### src/rtl/cs_pkg.sv
// Shared constants, state encodings and the select bundle for the cs_map chip-select unit.
package cs_pkg;

  // Region nibbles, A[23:20]
  localparam logic [3:0] RGN_IACK = 4'hF;
  localparam logic [3:0] RGN_VIA  = 4'hE;
  localparam logic [3:0] RGN_IWM  = 4'hD;
  localparam logic [3:0] RGN_SCCR = 4'hB;
  localparam logic [3:0] RGN_SCCW = 4'h9;
  localparam logic [3:0] RGN_SCSI = 4'h5;
  localparam logic [3:0] RGN_ROM  = 4'h4;

  // Pages inside the video window that also strobe the sound block
  localparam int SND_PAGE_N = 6;
  localparam logic [SND_PAGE_N-1:0][7:0] SND_PAGES =
    {8'hFD, 8'hFE, 8'hFF, 8'hA1, 8'hA2, 8'hA3};

  typedef enum logic {CYC_IDLE, CYC_ACTIVE} cyc_state_t;
  typedef enum logic {OVL_ON, OVL_OFF} ovl_state_t;

  typedef struct packed {
    logic rom;
    logic rom4x;
    logic ram;
    logic ram0x;
    logic io;
    logic io_real;
    logic io_pw;
    logic ia;
    logic iack;
    logic via;
    logic iwm;
    logic scc;
    logic scsi;
    logic snd_wr;
    logic set_wr;
  } cs_sel_t;

  function automatic logic is_snd_page(input logic [7:0] page);
    logic hit;
    hit = 1'b0;
    for (int i = 0; i < SND_PAGE_N; i++) begin
      if (SND_PAGES[i] == page) hit = 1'b1;
    end
    return hit;
  endfunction

endpackage

### src/rtl/cs_map_if.sv
// CPU bus-cycle side and chip-select side of cs_map, bundled as one interface.
interface cs_map_if #(parameter int AW = 24);
  logic [AW-1:8] A;
  logic nWE;
  logic BACT;
  logic QoSEN;
  logic PWDone;

  logic ROMCS, ROMCS4X, RAMCS, RAMCS0X;
  logic IOCS, IORealCS, IOPWCS, IACS, IACKCS;
  logic VIACS, IWMCS, SCCCS, SCSICS, SndCSWR, SetCSWR;
  logic Overlay;
  logic PWFull;

  modport master (
    output A, nWE, BACT, QoSEN, PWDone,
    input  ROMCS, ROMCS4X, RAMCS, RAMCS0X, IOCS, IORealCS, IOPWCS, IACS, IACKCS,
           VIACS, IWMCS, SCCCS, SCSICS, SndCSWR, SetCSWR, Overlay, PWFull
  );

  modport slave (
    input  A, nWE, BACT, QoSEN, PWDone,
    output ROMCS, ROMCS4X, RAMCS, RAMCS0X, IOCS, IORealCS, IOPWCS, IACS, IACKCS,
           VIACS, IWMCS, SCCCS, SCSICS, SndCSWR, SetCSWR, Overlay, PWFull
  );
endinterface

### src/rtl/cs_pw_credit.sv
// Saturating up/down credit counter tracking posted writes still in flight to the I/O bridge.
module cs_pw_credit #(
  parameter int DEPTH = 2,
  parameter int CW    = $clog2(DEPTH + 1)
) (
  input  logic          CLK,
  input  logic          nRES,
  input  logic          inc,
  input  logic          dec,
  output logic [CW-1:0] count,
  output logic          full
);

  // NOTE: sequential state uses non-blocking assignments so every register samples pre-edge values.
  always_ff @(posedge CLK or negedge nRES) begin
    if (!nRES) begin
      count <= '0;
      full  <= 1'b0;
    end else begin
      if (inc && !dec && count != CW'(DEPTH)) begin
        count <= count + CW'(1);
      end else if (dec && !inc && count != '0) begin
        count <= count - CW'(1);
      end
      // Flag follows the count one clock later
      full <= (count == CW'(DEPTH));
    end
  end

endmodule

### src/rtl/cs_map.sv
// Bus-cycle chip-select decoder with boot overlay, posted-write credits and QoS hold.
module cs_map
  import cs_pkg::*;
#(
  parameter int         AW       = 24,
  parameter int         PW_DEPTH = 2,
  parameter int         QOS_HOLD = 8,
  parameter logic [7:0] VID_BASE = 8'h3F
) (
  input logic    CLK,
  input logic    nRES,
  cs_map_if.slave bus
);

  localparam int CW = $clog2(PW_DEPTH + 1);
  localparam int QW = (QOS_HOLD > 0) ? $clog2(QOS_HOLD + 1) : 1;

  cyc_state_t    cyc;
  ovl_state_t    ovl;
  cs_sel_t       sel;
  cs_sel_t       dec;
  logic [QW-1:0] hold;
  logic [CW-1:0] count;
  logic          full;
  logic [3:0]    rgn;
  logic          mapped;
  logic          vw;
  logic          qos;
  logic          post;

  // NOTE: every always_comb output gets a default first so no path can infer a latch.
  always_comb begin
    dec    = '0;
    rgn    = bus.A[23:20];
    mapped = ((bus.A >> 16) == '0);
    vw     = (bus.A[23:16] == VID_BASE) && !bus.nWE;
    qos    = bus.QoSEN || (hold != '0);
    if (mapped) begin
      dec.rom4x   = (rgn == RGN_ROM);
      dec.ram0x   = (bus.A[23:22] == 2'b00);
      dec.rom     = (ovl == OVL_ON) || dec.rom4x;
      dec.ram     = (ovl == OVL_OFF) && dec.ram0x;
      dec.io_real = (rgn >= RGN_SCSI);
      dec.ia      = (rgn == RGN_IACK);
      dec.iack    = (rgn == RGN_IACK);
      dec.via     = (rgn == RGN_VIA);
      dec.iwm     = (rgn == RGN_IWM);
      dec.scc     = (rgn == RGN_SCCR) || (rgn == RGN_SCCW);
      dec.scsi    = (rgn == RGN_SCSI);
      dec.snd_wr  = vw && is_snd_page(bus.A[15:8]);
      dec.set_wr  = (rgn == RGN_IACK) && !bus.A[19] && !bus.nWE;
      dec.io      = dec.io_real || vw || qos;
      // A full credit pool sends the video write down the non-posted IOCS path
      dec.io_pw   = vw && !qos && (count < CW'(PW_DEPTH));
    end
  end

  assign post = (cyc == CYC_IDLE) && bus.BACT && dec.io_pw;

  always_ff @(posedge CLK or negedge nRES) begin
    if (!nRES) begin
      cyc  <= CYC_IDLE;
      ovl  <= OVL_ON;
      sel  <= '0;
      hold <= '0;
    end else begin
      if (bus.QoSEN) begin
        hold <= QW'(QOS_HOLD);
      end else if (hold != '0) begin
        hold <= hold - QW'(1);
      end
      case (cyc)
        CYC_IDLE: begin
          if (bus.BACT) begin
            sel <= dec;
            cyc <= CYC_ACTIVE;
          end
        end
        CYC_ACTIVE: begin
          // The ROM4X cycle itself keeps ROMCS; the overlay drops for the next one
          if (sel.rom4x) ovl <= OVL_OFF;
          if (!bus.BACT) begin
            sel <= '0;
            cyc <= CYC_IDLE;
          end
        end
      endcase
    end
  end

  cs_pw_credit #(.DEPTH(PW_DEPTH)) u_credit (
    .CLK   (CLK),
    .nRES  (nRES),
    .inc   (post),
    .dec   (bus.PWDone),
    .count (count),
    .full  (full)
  );

  assign bus.ROMCS    = sel.rom;
  assign bus.ROMCS4X  = sel.rom4x;
  assign bus.RAMCS    = sel.ram;
  assign bus.RAMCS0X  = sel.ram0x;
  assign bus.IOCS     = sel.io;
  assign bus.IORealCS = sel.io_real;
  assign bus.IOPWCS   = sel.io_pw;
  assign bus.IACS     = sel.ia;
  assign bus.IACKCS   = sel.iack;
  assign bus.VIACS    = sel.via;
  assign bus.IWMCS    = sel.iwm;
  assign bus.SCCCS    = sel.scc;
  assign bus.SCSICS   = sel.scsi;
  assign bus.SndCSWR  = sel.snd_wr;
  assign bus.SetCSWR  = sel.set_wr;
  assign bus.Overlay  = (ovl == OVL_ON);
  assign bus.PWFull   = full;

endmodule
### src/flat_wrapper.sv
// flat-port wrapper written by rule: the top's interface ports become plain ports
module cs_map_flat import cs_pkg::*;
#(
  parameter int         AW       = 24,
  parameter int         PW_DEPTH = 2,
  parameter int         QOS_HOLD = 8,
  parameter logic [7:0] VID_BASE = 8'h3F
)
  (CLK, nRES, bus_A, bus_nWE, bus_BACT, bus_QoSEN, bus_PWDone, bus_ROMCS, bus_ROMCS4X, bus_RAMCS, bus_RAMCS0X, bus_IOCS, bus_IORealCS, bus_IOPWCS, bus_IACS, bus_IACKCS, bus_VIACS, bus_IWMCS, bus_SCCCS, bus_SCSICS, bus_SndCSWR, bus_SetCSWR, bus_Overlay, bus_PWFull);
  cs_map_if #(.AW(AW)) bus_i ();
  input logic CLK;
  input logic nRES;
  input wire logic [$bits(bus_i.A)-1:0] bus_A;
  input wire logic [$bits(bus_i.nWE)-1:0] bus_nWE;
  input wire logic [$bits(bus_i.BACT)-1:0] bus_BACT;
  input wire logic [$bits(bus_i.QoSEN)-1:0] bus_QoSEN;
  input wire logic [$bits(bus_i.PWDone)-1:0] bus_PWDone;
  output wire logic [$bits(bus_i.ROMCS)-1:0] bus_ROMCS;
  output wire logic [$bits(bus_i.ROMCS4X)-1:0] bus_ROMCS4X;
  output wire logic [$bits(bus_i.RAMCS)-1:0] bus_RAMCS;
  output wire logic [$bits(bus_i.RAMCS0X)-1:0] bus_RAMCS0X;
  output wire logic [$bits(bus_i.IOCS)-1:0] bus_IOCS;
  output wire logic [$bits(bus_i.IORealCS)-1:0] bus_IORealCS;
  output wire logic [$bits(bus_i.IOPWCS)-1:0] bus_IOPWCS;
  output wire logic [$bits(bus_i.IACS)-1:0] bus_IACS;
  output wire logic [$bits(bus_i.IACKCS)-1:0] bus_IACKCS;
  output wire logic [$bits(bus_i.VIACS)-1:0] bus_VIACS;
  output wire logic [$bits(bus_i.IWMCS)-1:0] bus_IWMCS;
  output wire logic [$bits(bus_i.SCCCS)-1:0] bus_SCCCS;
  output wire logic [$bits(bus_i.SCSICS)-1:0] bus_SCSICS;
  output wire logic [$bits(bus_i.SndCSWR)-1:0] bus_SndCSWR;
  output wire logic [$bits(bus_i.SetCSWR)-1:0] bus_SetCSWR;
  output wire logic [$bits(bus_i.Overlay)-1:0] bus_Overlay;
  output wire logic [$bits(bus_i.PWFull)-1:0] bus_PWFull;
  assign bus_i.A = bus_A;
  assign bus_i.nWE = bus_nWE;
  assign bus_i.BACT = bus_BACT;
  assign bus_i.QoSEN = bus_QoSEN;
  assign bus_i.PWDone = bus_PWDone;
  assign bus_ROMCS = bus_i.ROMCS;
  assign bus_ROMCS4X = bus_i.ROMCS4X;
  assign bus_RAMCS = bus_i.RAMCS;
  assign bus_RAMCS0X = bus_i.RAMCS0X;
  assign bus_IOCS = bus_i.IOCS;
  assign bus_IORealCS = bus_i.IORealCS;
  assign bus_IOPWCS = bus_i.IOPWCS;
  assign bus_IACS = bus_i.IACS;
  assign bus_IACKCS = bus_i.IACKCS;
  assign bus_VIACS = bus_i.VIACS;
  assign bus_IWMCS = bus_i.IWMCS;
  assign bus_SCCCS = bus_i.SCCCS;
  assign bus_SCSICS = bus_i.SCSICS;
  assign bus_SndCSWR = bus_i.SndCSWR;
  assign bus_SetCSWR = bus_i.SetCSWR;
  assign bus_Overlay = bus_i.Overlay;
  assign bus_PWFull = bus_i.PWFull;
  cs_map #(.AW(AW), .PW_DEPTH(PW_DEPTH), .QOS_HOLD(QOS_HOLD), .VID_BASE(VID_BASE)) u_core (.CLK(CLK), .nRES(nRES), .bus(bus_i));
endmodule
### config.mk
export PLATFORM = sky130hd
export DESIGN_NAME = cs_map_flat
export DESIGN_NICKNAME = d
export VERILOG_FILES = /design/src/rtl/cs_pkg.sv /design/src/rtl/cs_map_if.sv /design/src/rtl/cs_pw_credit.sv /design/src/rtl/cs_map.sv /design/src/flat_wrapper.sv
export SDC_FILE = /design/constraint.sdc
export NUM_CORES = 1
export LEC_CHECK = 0
export ABC_AREA = 1
export BUFFER_PORTS_ARGS = -buffer_cell sky130_fd_sc_hd__buf_2
export CELL_PAD_IN_SITES_DETAIL_PLACEMENT = 1
export CELL_PAD_IN_SITES_GLOBAL_PLACEMENT = 2
export CORE_ASPECT_RATIO = 0.9
export CORE_MARGIN = 8
export CORE_UTILIZATION = 28
export DETAILED_ROUTE_END_ITERATION = 10
export PLACE_DENSITY_LB_ADDON = 0.08
export RECOVER_POWER = 100
export SLEW_MARGIN = 30
export SYNTH_ARGS = -nofsm -noshare
export SYNTH_HDL_FRONTEND = slang
export SYNTH_SLANG_ARGS = --single-unit
### constraint.sdc
create_clock -name CLK -period 2.12 [get_ports CLK]
set_clock_uncertainty 0.2 [all_clocks]
set_input_delay 0.106 -clock CLK [delete_from_list [all_inputs] [get_ports CLK]]
set_output_delay 0.106 -clock CLK [all_outputs]
set_load 0.005 [all_outputs]
After elaboration in Yosys (flattened, before gate mapping)
Index checks and enable logic that the tools add are counted.
{ "totals": {"output_inout_bits": 17, "reg_bits": 24, "inputBits": 22, "wordCells": 89} }
{ "op_classes": {"muxes": 14, "n_reduce_logical": 30, "bitwise_logic": 2, "magnitude_cmp": 2, "add_sub_neg": 3, "eq_ne": 18} }
{ "ops": {"columns": ["cell", "n"], "rows": [
  ["equality test 8 bit, first input constant", 6],
  ["2-to-1 mux 15 bit", 2],
  ["one-hot mux 15 bit (2 select lines)", 1],
  ["equality test 4 bit, second input constant", 5],
  ["logical AND 1 bit", 13],
  ["equality test 4 x 3 -> 1 bit, second input constant", 2],
  ["equality test 8 x 6 -> 1 bit, second input constant", 1],
  ["2-to-1 mux 4 bit", 2],
  ["2-to-1 mux 1 bit", 7],
  ["!= test 2 bit, second input constant", 3],
  ["nonzero test 2 bit", 3],
  ["logical NOT 1 bit", 5],
  ["logical OR 1 bit", 5],
  ["greater-or-equal comparator 4 x 3 -> 1 bit, second input constant", 1],
  ["2-to-1 mux 2 bit", 2],
  ["AND reduction 2 bit", 2],
  ["nonzero test 4 bit", 1],
  ["subtractor 4 x 1 -> 4 bit, second input constant", 1],
  ["adder 2 x 1 -> 2 bit, second input constant", 1],
  ["equality test 2 bit, second input constant", 1],
  ["logical NOT 2 bit", 1],
  ["less-than comparator 2 bit, second input constant", 1],
  ["NOT 1 bit", 2],
  ["subtractor 2 x 1 -> 2 bit, second input constant", 1]
]} }

Depth between registers and ports, before layout
Gate-level depths: netlist of the first run.
{ "logic_depth": {"word_depth": 11, "ltp_mapped": 10, "ltp_nobuf": 10} }

Modules after synthesis
From an unflattened synthesis of the first run, not the netlist that was laid out.
{ "unflattened": {"hier_cells": 149, "area_unflattened_um2": 1163.6} }
{ "by_module_without_submodules": {"columns": ["mod", "instances", "area_per_inst_um2", "seq_area_each_um2", "cells_each"], "rows": [
  ["cs_map", 1, 991.0, 500.5, 123],
  ["cs_pw_credit", 1, 172.7, 75.1, 26]
]} }

Worst setup path after synthesis of the first run
OpenSTA, ideal clock, no wires.
{ "synth_timing": {"path_kind": "reg-to-reg", "from": "register u_core.cyc", "to": "register u_core.sel (netlist bit u_core.bus.SetCSWR)", "path_stages_with_launch": 8, "arrival_ns": 1.351, "required_time_ns": 1.828, "setup_ns": 0.092, "path_buffers": 0, "path_slack_ns": 0.477, "period_less_slack_ns": 1.643, "path_cell_list": "dfrtp_1 -> inv_1 -> ha_1 -> nor2_4 -> nand2_2 -> nor2_2 -> nand2_1 -> o31ai_2"} }
{ "synth_via": {"elab_chain_cells": 3, "elab_cells_between_ends": 5, "classes_between": "2 x eq/ne; 1 x mux; 1 x bitwise; 1 x reduce/logical"} }
{ "synth_lines": {"columns": ["element", "line", "text"], "rows": [
  ["from (decl)", "cs_map.sv:18", "cyc_state_t cyc;"],
  ["from (signal assigned)", "cs_map.sv:62", "cyc <= CYC_IDLE;"],
  ["from (signal assigned)", "cs_map.sv:76", "cyc <= CYC_ACTIVE;"],
  ["from (signal assigned)", "cs_map.sv:84", "cyc <= CYC_IDLE;"],
  ["NOT 1 bit", "cs_map.sv:72", "case (cyc)"],
  ["!= test 2 bit (no line)", null, null],
  ["AND reduction 2 bit (no line)", null, null],
  ["to (signal assigned)", "cs_map.sv:64", "sel <= '0;"],
  ["to (signal assigned)", "cs_map.sv:75", "sel <= dec;"],
  ["to (signal assigned)", "cs_map.sv:83", "sel <= '0;"],
  ["to (decl)", "cs_map.sv:20", "cs_sel_t sel;"]
]} }
Several ways; a longest one is shown, not always the timed one.
A chain may end at the register's enable or synchronous reset.

Worst setup path in the final report of the first run
{ "layout_timing": {"from": "input bus_BACT", "to": "register u_core.sel (netlist bit u_core.bus.SetCSWR)"} }
{ "layout_via": {"elab_chain_cells": 2, "elab_cells_between_ends": 3, "classes_between": "2 x eq/ne; 1 x reduce/logical"} }
{ "layout_lines": {"columns": ["element", "line", "text"], "rows": [
  ["from (decl)", "flat_wrapper.sv:15", "input wire logic [$bits(bus_i.BACT)-1:0] bus_BACT;"],
  ["!= test 2 bit (no line)", null, null],
  ["AND reduction 2 bit (no line) *", null, null]
]} }
Mark *: on every way between the ends. The rest lies on a longest branch, timed or not.

==> results of run 1 <==
per-layer routing:
| metal | global-route usage, % | wire length (µm) | share of wire [%] | vias up |
|---|---|---|---|---|
| li1 | - | - | - | 557 |
| met1 | 12.4 | 1490 | 44 | 543 |
| met2 | 18.6 | 1720 | 50 | 19 |
| met3 | 3.64 | 160 | 4.7 | 5 |
| met4 | 3.20 | 36 | 1.1 | 0 |
| met5 | 0 | 0 | 0 | - |
worst max-delay path by stage:
stage | endpoint | slack [ps] | start
after global routing | u_core.u_credit.count[0] | 100 | u_core.hold[0]
after CTS | u_core.bus.SetCSWR | 310 | bus_BACT
final | u_core.bus.SetCSWR | 270 | bus_BACT
after floorplan | u_core.bus.SetCSWR | 480 | u_core.cyc
after detailed placement | u_core.bus.SetCSWR | 340 | u_core.cyc
after global placement | u_core.bus.SndCSWR | 410 | u_core.cyc
power by group through the flow:
stage | combinational (µW) | clock [µW] | sequential, µW
after floorplan | 235 | 0 | 557
after global routing | 388 | 310 | 567
after global placement | 347 | 0 | 564
after CTS | 374 | 293 | 558
after detailed placement | 354 | 0 | 566
final | 342 | 283 | 557
critical path, stage by stage:
cell	delay, ps
dlygate4sd3_1	530
clkbuf_1	120
ha_1	350
nor2_4	180
nand2_1	120
nor2_1	140
nand2_1	100
o31ai_2	180
synthesized netlist by cell type, drive strengths merged, types with 2 or more instances:
| cell type | number |
|---|---|
| dfrtp | 23 |
| ha | 2 |
| inv | 19 |
| nand2 | 43 |
| nand3 | 14 |
| nor2 | 16 |
| nor3 | 4 |
| o21ai | 4 |
| o31ai | 4 |
stage by stage:
step	area [µm²]	power, µW	instances	utilization [%]
after floorplan	1200	792	140	-
after global placement	1450	911	225	35.4
after detailed placement	1450	920	225	35.4
after CTS	1630	1220	242	39.6
after global routing	1580	1260	242	38.4
final	1580	1180	242	38.4
logic make-up (layout without fill, tap and decap cells):
group,count (synthesis),after routing,share of synthesized area [%]
AO/OA/AOI/OAI,13,13,8.32
XOR/XNOR,1,1,0.728
adder cells (fa/ha/maj),2,2,2.08
buffers and inverters,22,76,7.28
flip-flops,23,23,47.8
AND/OR/NAND/NOR,79,79,33.8
cell type report:
class	count	area, µm²
inverters	20	76.3
multi-input cells	95	513
repair buffers	52	307
fillers	501	2520
clock buffers	4	45.0
flip-flops and latches	23	576
well taps	48	60.1
timing repair:
item                                   in CTS  in global routing
hold buffers                               13                  0
buffers inserted                            0                  0
resized for setup                           0                  0
endpoints found under the hold margin      37                  0
==> metrics, run 1 <==
status finished clean; Yosys cell types 29; yosys warns 0; drt pass-1 iters 2; antenna violations before repair 0; H-tree levels 1; r2r startpoint u_core.cyc; post-synthesis sequential area ratio 47.8%; Top reg by flops u_core.hold; Crit Path Class primary input to flip-flop; Post-Syn Instances 140; Hold Path Origin bus_A[6]; layout cells sized above 1 24.2%; clock sink count 23; WL/cell 14.1 µm; Post-route DRC 0; worst skew pair latency 270 ps; core outline area 4100 µm²; most frequent cells in the layout 38 x nand2_1, 23 x buf_2, 23 x dfrtp_1; Critical Path RT 2110 ps; Critical Path AT 1840 ps; clock tree from TritonCTS built; Syn-to-layout area delta 31.0%; CP Capture Type flip-flop; Clock Power Share 23.9%; internal power 779 µW; Pins Over Slew Limit 0; Die X 85.1 µm; Pwr Density 750 nW/µm²; Slew headroom 11.6%; endpoints failing setup 0; post-synth top area share 47.8%; Num CTS Buffers 3; Post-synth EDFFs 0; initial DRC count 24; first-pass GRT wire length 5.86 mm; Top Registers u_core.hold: 4 flops, u_core.u_credit.count: 2 flops; Port Buffers 38; min Tclk post-route 1850 ps; FF+latch count, synth 23; Seq pwr share 47.2%; vias in the first global route 1215; setup_tns 0 ps; Post-DP HPWL 2.69 mm; worst hold margin 10.1 ps; logic gate share of total power 28.9%; mapped cell area 1200 µm²; CTS Buffer Depth 2; Sw Ratio 34.1%; ys flop type dfrtp_1; Die Span Y 78.2 µm; largest net degree at the start of global routing 24; Maximum Capacitance Violations 0; Initial Utilization 29.3%; worst-case reg-to-reg path depth 7; DP Worst Slack 343 ps; Root Driver clkbuf_8; Via density 4.64; f_max 541 MHz; Antenna Diode Count 0; setup slack after layout 271 ps; Synth area leaders dfrtp_1 48%, nand2_1 12%, inv_1 4.4%, nand3_2 4.2%, nand3_1 3.7%; Routed Antenna Nets 0; Tcrit/Tclk final 87.2%; Hold Path Depth 4; die area 6660 µm²; via count 1124; Synth area leader dfrtp_1; r2r endpoint u_core.bus.SetCSWR; Peak supply drop 0.336 mV; gpl congestion 0.744; Async S/R FF share, synth 100%; RSZ-0062 raised after global routing false; Mean Syn Cell Area 8.60 µm²; final net count 219; R2R Setup Slk 280 ps; syn nets 164; DRT Wirelength 3.40 mm; Pleak 0.000798 µW; Fin. Hold Viols 0; gr usage total 10.8%; # IOs 39; Hold Path Sink u_core.bus.SndCSWR; leading cell type in the layout, fill and taps excluded nand2_1; Startpoint Class primary input; Psw 403 µW; Tightest Pin Transition 1330 ps; Clk pin slew, worst setup/hold paths 90 ps; critical path fanouts, max 7; # rows 22; HP Class primary input to flip-flop; GRT overflow 0; Largest register FFs 4
No activity file was read; power rests on OpenSTA's default activity.
==> run 2, diff against run 1 <==
RECOVER_POWER = 50   (was 100)
==> run 2 against run 1 <==
Against the previous run: register-to-register slack gained 60 ps; largest power group unchanged; critical path type unchanged; clock-buffer cell count did not move; sequential share of layout area is 0.93 points lower; non-clock buffer count unchanged; utilization rose by 1.0 points; final area grew 2.6%; final cell count is the same; critical path depth did not move; die area is the same.
==> metrics, run 2 (synthesis gave the netlist of run 1 again) <==
status finished clean; first-pass GRT wire length 5.86 mm; worst hold margin 12.3 ps; Hold Path Sink u_core.bus.SndCSWR; drt pass-1 iters 3; clock tree from TritonCTS built; Clk pin slew, worst setup/hold paths 90 ps; CP Capture Type flip-flop; RSZ-0062 raised after global routing false; Num CTS Buffers 3; CP Cell Sequence dlygate4sd3_1 -> clkbuf_1 -> ha_1 -> nor2_4 -> nand2_2 -> nor2_2 -> nand2_1 -> o31ai_2; Tightest Pin Transition 1320 ps; GRT overflow 0; Tcrit/Tclk final 84.3%; Routed Antenna Nets 0; via count 1122; Worst path max stage delay 530 ps; Hold Path Depth 4; Resized Gates After CTS 0; gr usage total 10.8%; # rows 22; Maximum Capacitance Violations 0; antenna violations before repair 0; Pwr Density 742 nW/µm²; worst skew pair latency 270 ps; Post-route DRC 0; Worst path depth 8; clock sink count 23; final net count 219; HP Class primary input to flip-flop; worst-case reg-to-reg path depth 7; Top Registers u_core.hold: 4 flops, u_core.u_credit.count: 2 flops; Die X 85.1 µm; Top delay family on crit path buffers and inverters; Slew headroom 12.0%; Crit Path Class primary input to flip-flop; Seq pwr share 46.4%; CTS Buffer Depth 2; r2r startpoint u_core.cyc; die area 6660 µm²; Hold-fix buffers, CTS 13; endpoints failing setup 0; Fin. Hold Viols 0; Die Span Y 78.2 µm; Hold Path Origin bus_A[6]; Antenna Diode Count 0; leading cell type in the layout, fill and taps excluded nand2_1; layout cells sized above 1 33.5%; Post-Place Cells 225; H-tree levels 1; logic gate share of total power 30.2%; min Tclk post-route 1790 ps; Finished Layout Cells 242; Clock Power Share 23.4%; Pins Over Slew Limit 0; Sw Ratio 34.3%; core outline area 4100 µm²; WL/cell 13.8 µm; Via density 4.64; DRT Wirelength 3.35 mm; Root Driver clkbuf_8; # IOs 39; f_max 559 MHz; Peak supply drop 0.337 mV; setup_tns 0 ps; Port Buffers 38; R2R Setup Slk 340 ps; initial DRC count 14; Post-DP HPWL 2.69 mm; CP max-delay cell dlygate4sd3_1; Psw 412 µW; vias in the first global route 1215; Largest register FFs 4; Critical Path AT 1770 ps; Worst Path Buf+Inv 2; most frequent cells in the layout 37 x nand2_1, 32 x buf_2, 23 x dfrtp_1; gpl congestion 0.744; Startpoint Class primary input; Initial Utilization 29.3%; Top reg by flops u_core.hold; critical path fanouts, max 7; Syn-to-layout area delta 34.4%; Pleak 0.000835 µW; Critical Path RT 2100 ps; internal power 788 µW; r2r endpoint u_core.bus.SetCSWR; largest net degree at the start of global routing 24; Post CTS Setup Buffer Count 0
==> run 2: how the worst max path moves through the flow <==
stage,startpoint,end,slack (ps)
2_1_floorplan,u_core.cyc,u_core.bus.SetCSWR,480
3_3_place_gp,u_core.cyc,u_core.bus.SndCSWR,410
3_5_place_dp,u_core.cyc,u_core.bus.SetCSWR,340
4_1_cts,bus_BACT,u_core.bus.SetCSWR,310
5_1_grt,nRES,u_core.ovl,120
6_report,bus_BACT,u_core.bus.SetCSWR,330
==> run 2: cell type report <==
cell class	count	area, µm²
multi-input combinational	95	541
sequential	23	576
timing repair buffer	52	320
fill	494	2480
tap	48	60.1
clock buffer	4	45.0
inverter	20	76.3
==> run 2: power groups by stage <==
stage	combinational [µW]	clock (µW)	sequential (µW)
2_1_floorplan	235	0	557
4_1_cts	374	293	558
3_3_place_gp	347	0	564
3_5_place_dp	354	0	566
5_1_grt	413	310	567
6_report	363	281	557
==> run 2: per-layer routing <==
layer / global-route usage, % / vias up / wire, µm
met5: 0 / - / 0
met4: 3.20 / 0 / 36
met3: 3.64 / 5 / 156
met2: 18.6 / 19 / 1690
met1: 12.4 / 542 / 1470
li1: - / 556 / -
==> run 2: worst register-to-register path, cell delays in order (launching register included) <==
cell,delay (ps)
dfrtp_1,440
inv_1,70
ha_1,330
nor2_4,190
nand2_2,100
nor2_2,110
nand2_1,90
o31ai_2,180
==> run 2: through the flow <==
stage	setup slack, ps	power (µW)	instance area (µm²)	utilization [%]
6_report	332	1200	1620	39.4
3_3_place_gp	414	911	1450	35.4
2_1_floorplan	477	792	1200	-
5_1_grt	123	1290	1620	39.4
4_1_cts	305	1220	1630	39.6
3_5_place_dp	343	920	1450	35.4
